==> src/rtl/muldiv_seq_unit_if.sv <==
// rtl/muldiv_seq_unit_if.sv - request/response handshake bundle for the M-extension unit
interface muldiv_seq_unit_if #(
  parameter int XLEN  = 32,
  parameter int TAG_W = 5
);
  logic             req_valid;
  logic             req_ready;
  logic [2:0]       req_funct3;
  logic [XLEN-1:0]  req_rs1;
  logic [XLEN-1:0]  req_rs2;
  logic [TAG_W-1:0] req_tag;
  logic             resp_valid;
  logic             resp_ready;
  logic [XLEN-1:0]  resp_data;
  logic [TAG_W-1:0] resp_tag;

  modport master (
    output req_valid, req_funct3, req_rs1, req_rs2, req_tag, resp_ready,
    input  req_ready, resp_valid, resp_data, resp_tag
  );

  modport slave (
    input  req_valid, req_funct3, req_rs1, req_rs2, req_tag, resp_ready,
    output req_ready, resp_valid, resp_data, resp_tag
  );
endinterface

==> src/rtl/muldiv_seq_unit.sv <==
// rtl/muldiv_seq_unit.sv - multi-cycle RV M-extension unit: latency-parametrised multiply, radix-2 restoring divide
module muldiv_seq_unit #(
  parameter int XLEN    = 32,
  parameter int MUL_LAT = 2,
  parameter int TAG_W   = 5
) (
  input  logic             clk,
  input  logic             rst_n,
  input  logic             flush,
  muldiv_seq_unit_if.slave bus
);
  localparam int CNT_W = $clog2(XLEN);

  typedef enum logic [1:0] {S_IDLE, S_MUL, S_DIV, S_DONE} state_e;
  typedef enum logic [1:0] {P_PREP, P_ITER, P_FIX} phase_e;

  state_e           state_q, state_d;
  phase_e           phase_q, phase_d;
  logic [2:0]       f3_q, f3_d;
  logic [XLEN-1:0]  a_q, a_d, b_q, b_d;
  logic [XLEN-1:0]  quo_q, quo_d, rem_q, rem_d, res_q, res_d;
  logic [TAG_W-1:0] tag_q, tag_d;
  logic [CNT_W-1:0] cnt_q, cnt_d;
  logic             neg_quo_q, neg_quo_d, neg_rem_q, neg_rem_d;

  logic              signed_div, a_neg, b_neg, div_zero, div_ovf, ge;
  logic [2*XLEN-1:0] mul_a, mul_b, product;
  logic [XLEN:0]     shifted, sub;
  logic [XLEN-1:0]   quo_fix, rem_fix;

  always_comb begin
    // rs1 is signed except for MULHU; rs2 is signed only for MULH
    mul_a      = (f3_q[1:0] == 2'b11) ? {{XLEN{1'b0}}, a_q} : {{XLEN{a_q[XLEN-1]}}, a_q};
    mul_b      = (f3_q[1:0] == 2'b01) ? {{XLEN{b_q[XLEN-1]}}, b_q} : {{XLEN{1'b0}}, b_q};
    product    = mul_a * mul_b;
    signed_div = ~f3_q[0];
    a_neg      = signed_div & a_q[XLEN-1];
    b_neg      = signed_div & b_q[XLEN-1];
    div_zero   = (b_q == '0);
    div_ovf    = signed_div && (a_q == {1'b1, {(XLEN-1){1'b0}}}) && (b_q == '1);
    shifted    = {rem_q, quo_q[XLEN-1]};
    sub        = shifted - {1'b0, b_q};
    ge         = ~sub[XLEN];
    quo_fix    = neg_quo_q ? -quo_q : quo_q;
    rem_fix    = neg_rem_q ? -rem_q : rem_q;
  end

  always_comb begin
    state_d   = state_q;
    phase_d   = phase_q;
    f3_d      = f3_q;
    a_d       = a_q;
    b_d       = b_q;
    quo_d     = quo_q;
    rem_d     = rem_q;
    res_d     = res_q;
    tag_d     = tag_q;
    cnt_d     = cnt_q;
    neg_quo_d = neg_quo_q;
    neg_rem_d = neg_rem_q;
    case (state_q)
      S_IDLE: begin
        if (bus.req_valid && !flush) begin
          f3_d    = bus.req_funct3;
          a_d     = bus.req_rs1;
          b_d     = bus.req_rs2;
          tag_d   = bus.req_tag;
          cnt_d   = CNT_W'(MUL_LAT - 1);
          phase_d = P_PREP;
          state_d = bus.req_funct3[2] ? S_DIV : S_MUL;
        end
      end
      S_MUL: begin
        if (cnt_q == '0) begin
          res_d   = (f3_q[1:0] == 2'b00) ? product[XLEN-1:0] : product[2*XLEN-1:XLEN];
          state_d = S_DONE;
        end else begin
          cnt_d = cnt_q - CNT_W'(1);
        end
      end
      S_DIV: begin
        case (phase_q)
          P_PREP: begin
            if (div_zero) begin
              res_d   = f3_q[1] ? a_q : '1;
              state_d = S_DONE;
            end else if (div_ovf) begin
              res_d   = f3_q[1] ? '0 : a_q;
              state_d = S_DONE;
            end else begin
              quo_d     = a_neg ? -a_q : a_q;
              rem_d     = '0;
              b_d       = b_neg ? -b_q : b_q;
              neg_quo_d = a_neg ^ b_neg;
              neg_rem_d = a_neg;
              cnt_d     = CNT_W'(XLEN - 1);
              phase_d   = P_ITER;
            end
          end
          P_ITER: begin
            rem_d = ge ? sub[XLEN-1:0] : shifted[XLEN-1:0];
            quo_d = {quo_q[XLEN-2:0], ge};
            if (cnt_q == '0) phase_d = P_FIX;
            else             cnt_d   = cnt_q - CNT_W'(1);
          end
          default: begin
            res_d   = f3_q[1] ? rem_fix : quo_fix;
            state_d = S_DONE;
          end
        endcase
      end
      default: begin
        if (bus.resp_ready) state_d = S_IDLE;
      end
    endcase
    if (flush) state_d = S_IDLE;
  end

  always_ff @(posedge clk or negedge rst_n) begin
    if (!rst_n) begin
      state_q   <= S_IDLE;
      phase_q   <= P_PREP;
      f3_q      <= '0;
      a_q       <= '0;
      b_q       <= '0;
      quo_q     <= '0;
      rem_q     <= '0;
      res_q     <= '0;
      tag_q     <= '0;
      cnt_q     <= '0;
      neg_quo_q <= 1'b0;
      neg_rem_q <= 1'b0;
    end else begin
      state_q   <= state_d;
      phase_q   <= phase_d;
      f3_q      <= f3_d;
      a_q       <= a_d;
      b_q       <= b_d;
      quo_q     <= quo_d;
      rem_q     <= rem_d;
      res_q     <= res_d;
      tag_q     <= tag_d;
      cnt_q     <= cnt_d;
      neg_quo_q <= neg_quo_d;
      neg_rem_q <= neg_rem_d;
    end
  end

  assign bus.req_ready  = (state_q == S_IDLE);
  assign bus.resp_valid = (state_q == S_DONE);
  assign bus.resp_data  = res_q;
  assign bus.resp_tag   = tag_q;
endmodule

==> src/flat_wrapper.sv <==
// flat-port wrapper written by rule: the top's interface ports become plain ports
module muldiv_seq_unit_flat 
#(
  parameter int XLEN    = 32,
  parameter int MUL_LAT = 2,
  parameter int TAG_W   = 5
)
  (clk, rst_n, flush, bus_req_valid, bus_req_funct3, bus_req_rs1, bus_req_rs2, bus_req_tag, bus_resp_ready, bus_req_ready, bus_resp_valid, bus_resp_data, bus_resp_tag);
  muldiv_seq_unit_if #(.XLEN(XLEN), .TAG_W(TAG_W)) bus_i ();
  input  logic clk;
  input  logic rst_n;
  input  logic flush;
  input wire logic [$bits(bus_i.req_valid)-1:0] bus_req_valid;
  input wire logic [$bits(bus_i.req_funct3)-1:0] bus_req_funct3;
  input wire logic [$bits(bus_i.req_rs1)-1:0] bus_req_rs1;
  input wire logic [$bits(bus_i.req_rs2)-1:0] bus_req_rs2;
  input wire logic [$bits(bus_i.req_tag)-1:0] bus_req_tag;
  input wire logic [$bits(bus_i.resp_ready)-1:0] bus_resp_ready;
  output wire logic [$bits(bus_i.req_ready)-1:0] bus_req_ready;
  output wire logic [$bits(bus_i.resp_valid)-1:0] bus_resp_valid;
  output wire logic [$bits(bus_i.resp_data)-1:0] bus_resp_data;
  output wire logic [$bits(bus_i.resp_tag)-1:0] bus_resp_tag;
  assign bus_i.req_valid = bus_req_valid;
  assign bus_i.req_funct3 = bus_req_funct3;
  assign bus_i.req_rs1 = bus_req_rs1;
  assign bus_i.req_rs2 = bus_req_rs2;
  assign bus_i.req_tag = bus_req_tag;
  assign bus_i.resp_ready = bus_resp_ready;
  assign bus_req_ready = bus_i.req_ready;
  assign bus_resp_valid = bus_i.resp_valid;
  assign bus_resp_data = bus_i.resp_data;
  assign bus_resp_tag = bus_i.resp_tag;
  muldiv_seq_unit #(.XLEN(XLEN), .MUL_LAT(MUL_LAT), .TAG_W(TAG_W)) u_core (.clk(clk), .rst_n(rst_n), .flush(flush), .bus(bus_i));
endmodule
==> config.mk <==
export PLATFORM = sky130hd
export DESIGN_NAME = muldiv_seq_unit_flat
export DESIGN_NICKNAME = d
export VERILOG_FILES = /design/src/rtl/muldiv_seq_unit_if.sv /design/src/rtl/muldiv_seq_unit.sv /design/src/flat_wrapper.sv
export SDC_FILE = /design/constraint.sdc
export NUM_CORES = 2
export LEC_CHECK = 0
export CORE_UTILIZATION = 55
export DETAILED_ROUTE_END_ITERATION = 16
export PLACE_DENSITY = 0.79
export SYNTH_ARGS = -nofsm -noshare
export SYNTH_HDL_FRONTEND = slang
export SYNTH_SLANG_ARGS = --single-unit
export TNS_END_PERCENT = 20
==> constraint.sdc <==
create_clock -name clk -period 14.3 [get_ports clk]
set_clock_uncertainty 0.2 [all_clocks]
set_input_delay 2.145 -clock clk [delete_from_list [all_inputs] [get_ports clk]]
set_output_delay 2.145 -clock clk [all_outputs]
set_load 0.02 [all_outputs]
==> key figures <==
Critical path
  – Critical Path Source Type: flip-flop
  – RR Endpoint: u_core.bus.resp_data[31]
  – R2R Path Start: u_core.f3_q[0]
  – Reg2Reg Depth: 32
  – Critical Path AT: 10.80 ns
  – CP endpoint kind: flip-flop
  – CP delay by family, top: adder cells
  – Slowest stage cell on the critical path: fa_1
  – Critical path type: flip-flop to flip-flop
  – CP max FO: 31
  – CP required: 14.49 ns
  – CP max stage delay: 0.95 ns
  – Worst path bufs/invs: 8
  – Register-to-register setup slack: 3.69 ns
  – Most frequent CP cell: fa_1

STA
  – Worst hold margin: 0.310 ns
  – RSZ-0062 raised after global routing: no
  – Final hold vios: 0
  – F_max: 94.2 MHz
  – Final setup vio count: 0
  – Final Max Tran Viols: 0
  – Crit share post-route: 74.2%
  – Setup_tns: 0 ns
  – Max_slew headroom: 9.28%
  – Worst-margin pin slew: 1.36 ns
  – Tmin final: 10.61 ns

Route
  – Drt first pass iters: 6
  – Final wirelength: 200000 µm
  – Vias/cell: 6.00
  – DRC viols: 0
  – Number of DRC markers in iteration 0: 5274
  – Wirelength per Cell: 24.9 µm
  – Routed Antenna Nets: 0
  – Vias: 48200

Yosys
  – Synth top area share: 47.0%
  – Mapped Nets: 8581
  – Number of flops mapped to enable cells by yosys: 0
  – Distinct cell type count after synthesis: 96
  – Synth async-reset ratio: 100%
  – Mapped Area: 60600 µm²
  – Leading area contributor after synthesis: fa_1
  – Gate Count Post-Synth: 6734
  – Synthesized area per cell: 9.00 µm²
  – Synthesized flop and latch total: 178
  – Primary FF master, synth: dfrtp_1
  – Post-synthesis sequential area ratio: 7.35%
  – Ys Warns: 0
  – Top area cells in the synthesized netlist: fa_1, inv_1, dfrtp_1

Outcome
  – Status: complete, no violations

Floorplanning
  – # rows: 121
  – Initial Utilization: 55.6%
  – Floorplan core area: 109000 µm²
  – DIE WIDTH: 334 µm
  – IO Count: 116
  – Die area: 112000 µm²
  – Die Y: 334 µm

Placement
  – Number of port buffers: 115
  – Placed cell area: 63000 µm²
  – HPWL Detailed: 160000 µm
  – GPL Wtd Cong: 1.09

Cells and area
  – Final core utilization: 58.4%
  – Commonest non-fill, non-tap cell in the layout: inv_1
  – Fillers: 9352
  – Layout Area Growth over Synthesis: 4.94%
  – Fin area: 63600 µm²
  – Final net count: 8453
  – Layout cells sized above 1: 3.58%
  – Most frequent cells in the layout: inv_1, fa_1, nand2_1

Worst hold path
  – Hold path depth: 2
  – WHS Endpoint: u_core.bus.resp_data[4]
  – Hold Startpoint: u_core.bus.resp_data[4]
  – Hold crit path type: flip-flop to flip-flop

Clock network
  – CTS root buf: clkbuf_16
  – Hold bufs inserted after CTS: 0
  – Post-CTS Setup Repair Bufs: 0
  – H-tree Lvls: 4
  – TritonCTS clock tree: built
  – Clock Tree Buf Depth: 2
  – CTS resizes: 0
  – Sink Count: 178
  – Worst-path clk slew: 0.09 ns
  – Clock buffers created by TritonCTS: 17
  – Worst-Skew Late Latency: 0.48 ns

GRT
  – Total GRT Usage: 37.3%
  – Initial antenna violation count: 17
  – Grt total ovfl: 0
  – Largest net degree at the start of global routing: 94
  – Number of global-route vias before repair: 51700
  – First-pass GRT wire length: 310000 µm

Run
  – Number of max-cap violations: 0
## worst reg2reg max path, delay by kind of cell (launching register included)
family                   cells  cell delay, ns
buffers and inverters        8            1.19
AO/OA/AOI/OAI                8            1.42
flip-flops                   1            0.55
multiplexers                 1            0.30
AND/OR/NAND/NOR              4            0.53
adder cells (fa/ha/maj)     11            6.35
## stage by stage
stage / setup WS, ns / std cells
2_1_floorplan: 4.56 / 6734
3_3_place_gp: 3.95 / 8001
3_5_place_dp: 3.75 / 8001
4_1_cts: 3.69 / 8033
5_1_grt: 3.23 / 8033
6_report: 3.69 / 8040
## worst max-delay path by stage
stage | startpoint | endpoint | cells after the start
after floorplan | u_core.a_q[31] | u_core.bus.resp_data[31] | 32
after detailed placement | u_core.f3_q[0] | u_core.bus.resp_data[31] | 32
after CTS | u_core.f3_q[0] | u_core.bus.resp_data[31] | 32
after global routing | u_core.f3_q[0] | u_core.bus.resp_data[31] | 32
after global placement | u_core.f3_q[0] | u_core.bus.resp_data[31] | 32
final | u_core.f3_q[0] | u_core.bus.resp_data[31] | 32
## routing by layer
metal / global-route usage [%] / routed length [µm]
met5: 0 / 80
met4: 23.5 / 16000
met3: 9.53 / 23600
met2: 59.1 / 90400
met1: 45.7 / 69900
## cell usage after synthesis (all sizes together), types with 5 or more instances
cell type	instances
inv	1579
fa	1424
nand2	804
and2	416
ha	346
clkbuf	306
nor2	258
a21oi	251
o21ai	213
dfrtp	178
xnor2	138
xor2	83
buf	62
nand3	52
a21o	45
mux2	44
nor3	40
mux2i	34
a211oi	33
o22ai	30
a31oi	28
nand4	28
o31ai	27
o211ai	25
nand2b	24
and3	23
nor2b	20
o21bai	19
or3	19
nor4	17
o21a	15
or4	15
o41ai	13
or2	12
a221oi	11
maj3	11
a211o	10
o221ai	6
a22o	5
a22oi	5
and4	5
o31a	5
## registers in the layout, indices dropped and copies added, names as in the netlist
| signal | flops |
|---|---|
| u_core.f3_q | 2 |
| u_core.a_q | 32 |
| u_core.cnt_q | 5 |
| u_core.neg_quo_q | 1 |
| u_core.bus.resp_data | 32 |
| u_core.phase_q | 2 |
| u_core.neg_rem_q | 1 |
| u_core.bus.resp_tag | 5 |
| u_core.state_q | 2 |
| u_core.rem_q | 32 |
| u_core.b_q | 32 |
| u_core.quo_q | 32 |
## area by class of cell
| cell class | instances | area [µm²] | area share [%] |
|---|---|---|---|
| inverter | 1582 | 5940 | 9.33 |
| antenna | 7 | 17.5 | 0.0275 |
| multi-input combinational | 4606 | 48900 | 76.8 |
| sequential | 178 | 4470 | 7.02 |
| tap | 1414 | 1770 | 2.78 |
| clock buffer | 17 | 425 | 0.669 |
| clock inverter | 15 | 166 | 0.262 |
| timing repair buffer | 221 | 1950 | 3.07 |
## cells by family after synthesis
kind of cell               after synthesis  share of synthesized area, %
buffers and inverters                 1950                          12.1
adders and majority gates             1781                          54.3
and+or+nand+nor                       1747                          13.7
AOI/OAI and AO/OA                      779                          7.95
xor gates and xnor gates               221                          3.21
DFF                                    178                          7.35
muxes                                   78                          1.38
Power is left out: the tool's default activity adds up to more than one toggle a clock period on the data nets, which glitch-free logic cannot reach.
==> RTL edit: new RTL, same flow settings <==
`TAG_W` is set to 5 in 3 places; all go to 10.
--- a/src/rtl/muldiv_seq_unit_if.sv
+++ b/src/rtl/muldiv_seq_unit_if.sv
@@ -1,7 +1,7 @@
 // rtl/muldiv_seq_unit_if.sv - request/response handshake bundle for the M-extension unit
 interface muldiv_seq_unit_if #(
   parameter int XLEN  = 32,
-  parameter int TAG_W = 5
+  parameter int TAG_W = 10
 );
   logic             req_valid;
   logic             req_ready;
--- a/src/rtl/muldiv_seq_unit.sv
+++ b/src/rtl/muldiv_seq_unit.sv
@@ -2,7 +2,7 @@
 module muldiv_seq_unit #(
   parameter int XLEN    = 32,
   parameter int MUL_LAT = 2,
-  parameter int TAG_W   = 5
+  parameter int TAG_W   = 10
 ) (
   input  logic             clk,
   input  logic             rst_n,
--- a/src/flat_wrapper.sv
+++ b/src/flat_wrapper.sv
@@ -3,7 +3,7 @@
 #(
   parameter int XLEN    = 32,
   parameter int MUL_LAT = 2,
-  parameter int TAG_W   = 5
+  parameter int TAG_W   = 10
 )
   (clk, rst_n, flush, bus_req_valid, bus_req_funct3, bus_req_rs1, bus_req_rs2, bus_req_tag, bus_resp_ready, bus_req_ready, bus_resp_valid, bus_resp_data, bus_resp_tag);
   muldiv_seq_unit_if #(.XLEN(XLEN), .TAG_W(TAG_W)) bus_i ();
Interface: changed (resized bus_req_tag and bus_resp_tag); port bits go from 116 to 126. No check against the original RTL was run, so the function may have changed too.
==> RTL edit against the unedited design <==
  * Sequential cell count increased by 5
  * Final cell count grew 2.2%
  * Worst setup slack got worse by 230 ps
  * Synthesized area up 1.1%
  * Sequential share of layout area is 0.099 points higher
  * Critical path depth fell by 7
  * Wire length is 1.1% higher
  * Final area is 1.2% higher
  * Non-clock buffer count rose by 4
  * First-iteration DRC count shrank 8.1%
  * Critical path type unchanged
Power is not shown: default switching activity piles up to over one toggle a cycle in this logic, so the estimate is an artifact.
==> RTL edit: results (changes against the unedited design) <==
layout cells sized above 1 - 0.0318 (-0.00399)
Nets - 8567 (+1.3%)
vias in the first global route - 51500 (-0.47%)
gr usage total - 0.371 (-0.00230)
wire per inst - 24.6 um (-1.1%)
GP Congestion - 1.02 (-6.0%)
Seq/Total Area, Yosys - 0.0747 (+0.00126)
outcome - finished, final reports clean
Clock Latency Late Sink - 480 ps (about the same)
CTS Root Cell - clkbuf_16
synth unique cells - 75 (-22%)
syn_nets - 8698 (+1.4%)
H-tree depth - 4 (unchanged)
CP max stage delay - 840 ps (-110 ps)
Post-synth top cells - inv_1, fa_1, nand2_1
Top FF cell, synth - dfrtp_1
largest net degree at the start of global routing - 97 (+3.2%)
first-pass GRT wire length - 310000 um (-0.26%)
Initial DRC Count - 4848 (-8.1%)
HPWL Detailed - 160000 um (-0.15%)
CP max FO - 10 (-68%)
initial antenna violation count - 13 (-4)
Area contributors post-synth - fa_1, inv_1, dfrtp_1
mean number of vias per cell - 5.86 (-2.3%)
Crit path arrival time - 11000 ps (+200 ps)
number of buffers added on ports - 125 (+8.7%)
[RTL edit: cell types whose count changed in the layout (fill, tap and decap cells not counted), sizes merged, moves of 8 or more]
cell,change
a2bb2oi,+8
and2,+32
o21ai,+15
o22ai,-11
nand2,+47
xor2,-10
maj3,+11
clkdlybuf4s50,+10
nor3,+9
nor2b,-10
[RTL edit: cells by family (layout without fill, tap and decap cells)]
kind of cell | Yosys count | in the layout | synth area share
adders and majority gates | 1792 | 1792 | 0.539
buffers and inverters | 1959 | 1840 | 0.120
xor gates and xnor gates | 213 | 213 | 0.0304
AOI/OAI and AO/OA | 796 | 796 | 0.0804
DFF | 183 | 183 | 0.0747
other | 0 | 5 | 0
and+or+nand+nor | 1820 | 1820 | 0.140
muxes | 83 | 83 | 0.0145
[RTL edit: final cells by class]
type	instances	area, sq um
antenna	5	12.5
clock buffer	17	425
sequential	183	4580
clock inverter	14	185
inverter	1584	5950
timing repair buffer	225	2010
fill	9577	46100
tap	1488	1860
multi-input combinational	4704	49400
[RTL edit: worst register-to-register path: cells and delay by family (launching register included)]
kind	cells	cell delay [ps]
xor gates and xnor gates	6	1380
adders and majority gates	10	5860
buffers and inverters	4	780
DFF	1	490
AOI/OAI and AO/OA	3	1230
and+or+nand+nor	1	370
muxes	1	410
[RTL edit: through the flow]
stage	hold slack (ps)	setup WS, ps	utilization	instance area (sq um)	cells
5_1_grt	323	3010	0.583	64400	8215
2_1_floorplan	274	4400	-	61300	6846
3_3_place_gp	267	3700	0.577	63800	8184
6_report	286	3450	0.583	64400	8220
3_5_place_dp	271	3500	0.577	63800	8184
4_1_cts	291	3450	0.583	64400	8215
[RTL edit: routing by layer]
layer  wire [um]  global-route usage  share of wire  vias to the layer above
met5         136             0.00553        0.00067                        -
met4       13900               0.211          0.069                       10
li1            -                   -              -                    20300
met1       76100               0.485           0.38                    24400
met2       90700               0.578           0.45                     2822
met3       21400              0.0733           0.11                      656
[RTL edit: final timing paths]
kind,start,end,cells past startpoint,slack (ps)
worst max-delay path,u_core.f3_q[0],u_core.bus.resp_data[31],25,3450
worst min-delay path,u_core.bus.resp_data[16],u_core.bus.resp_data[16],2,290
worst max register to register,u_core.f3_q[0],u_core.bus.resp_data[31],25,3450
worst min register to register,u_core.bus.resp_data[16],u_core.bus.resp_data[16],2,290
max in group asynchronous,rst_n,u_core.a_q[23],2,11010
min in group asynchronous,rst_n,u_core.b_q[5],1,1510
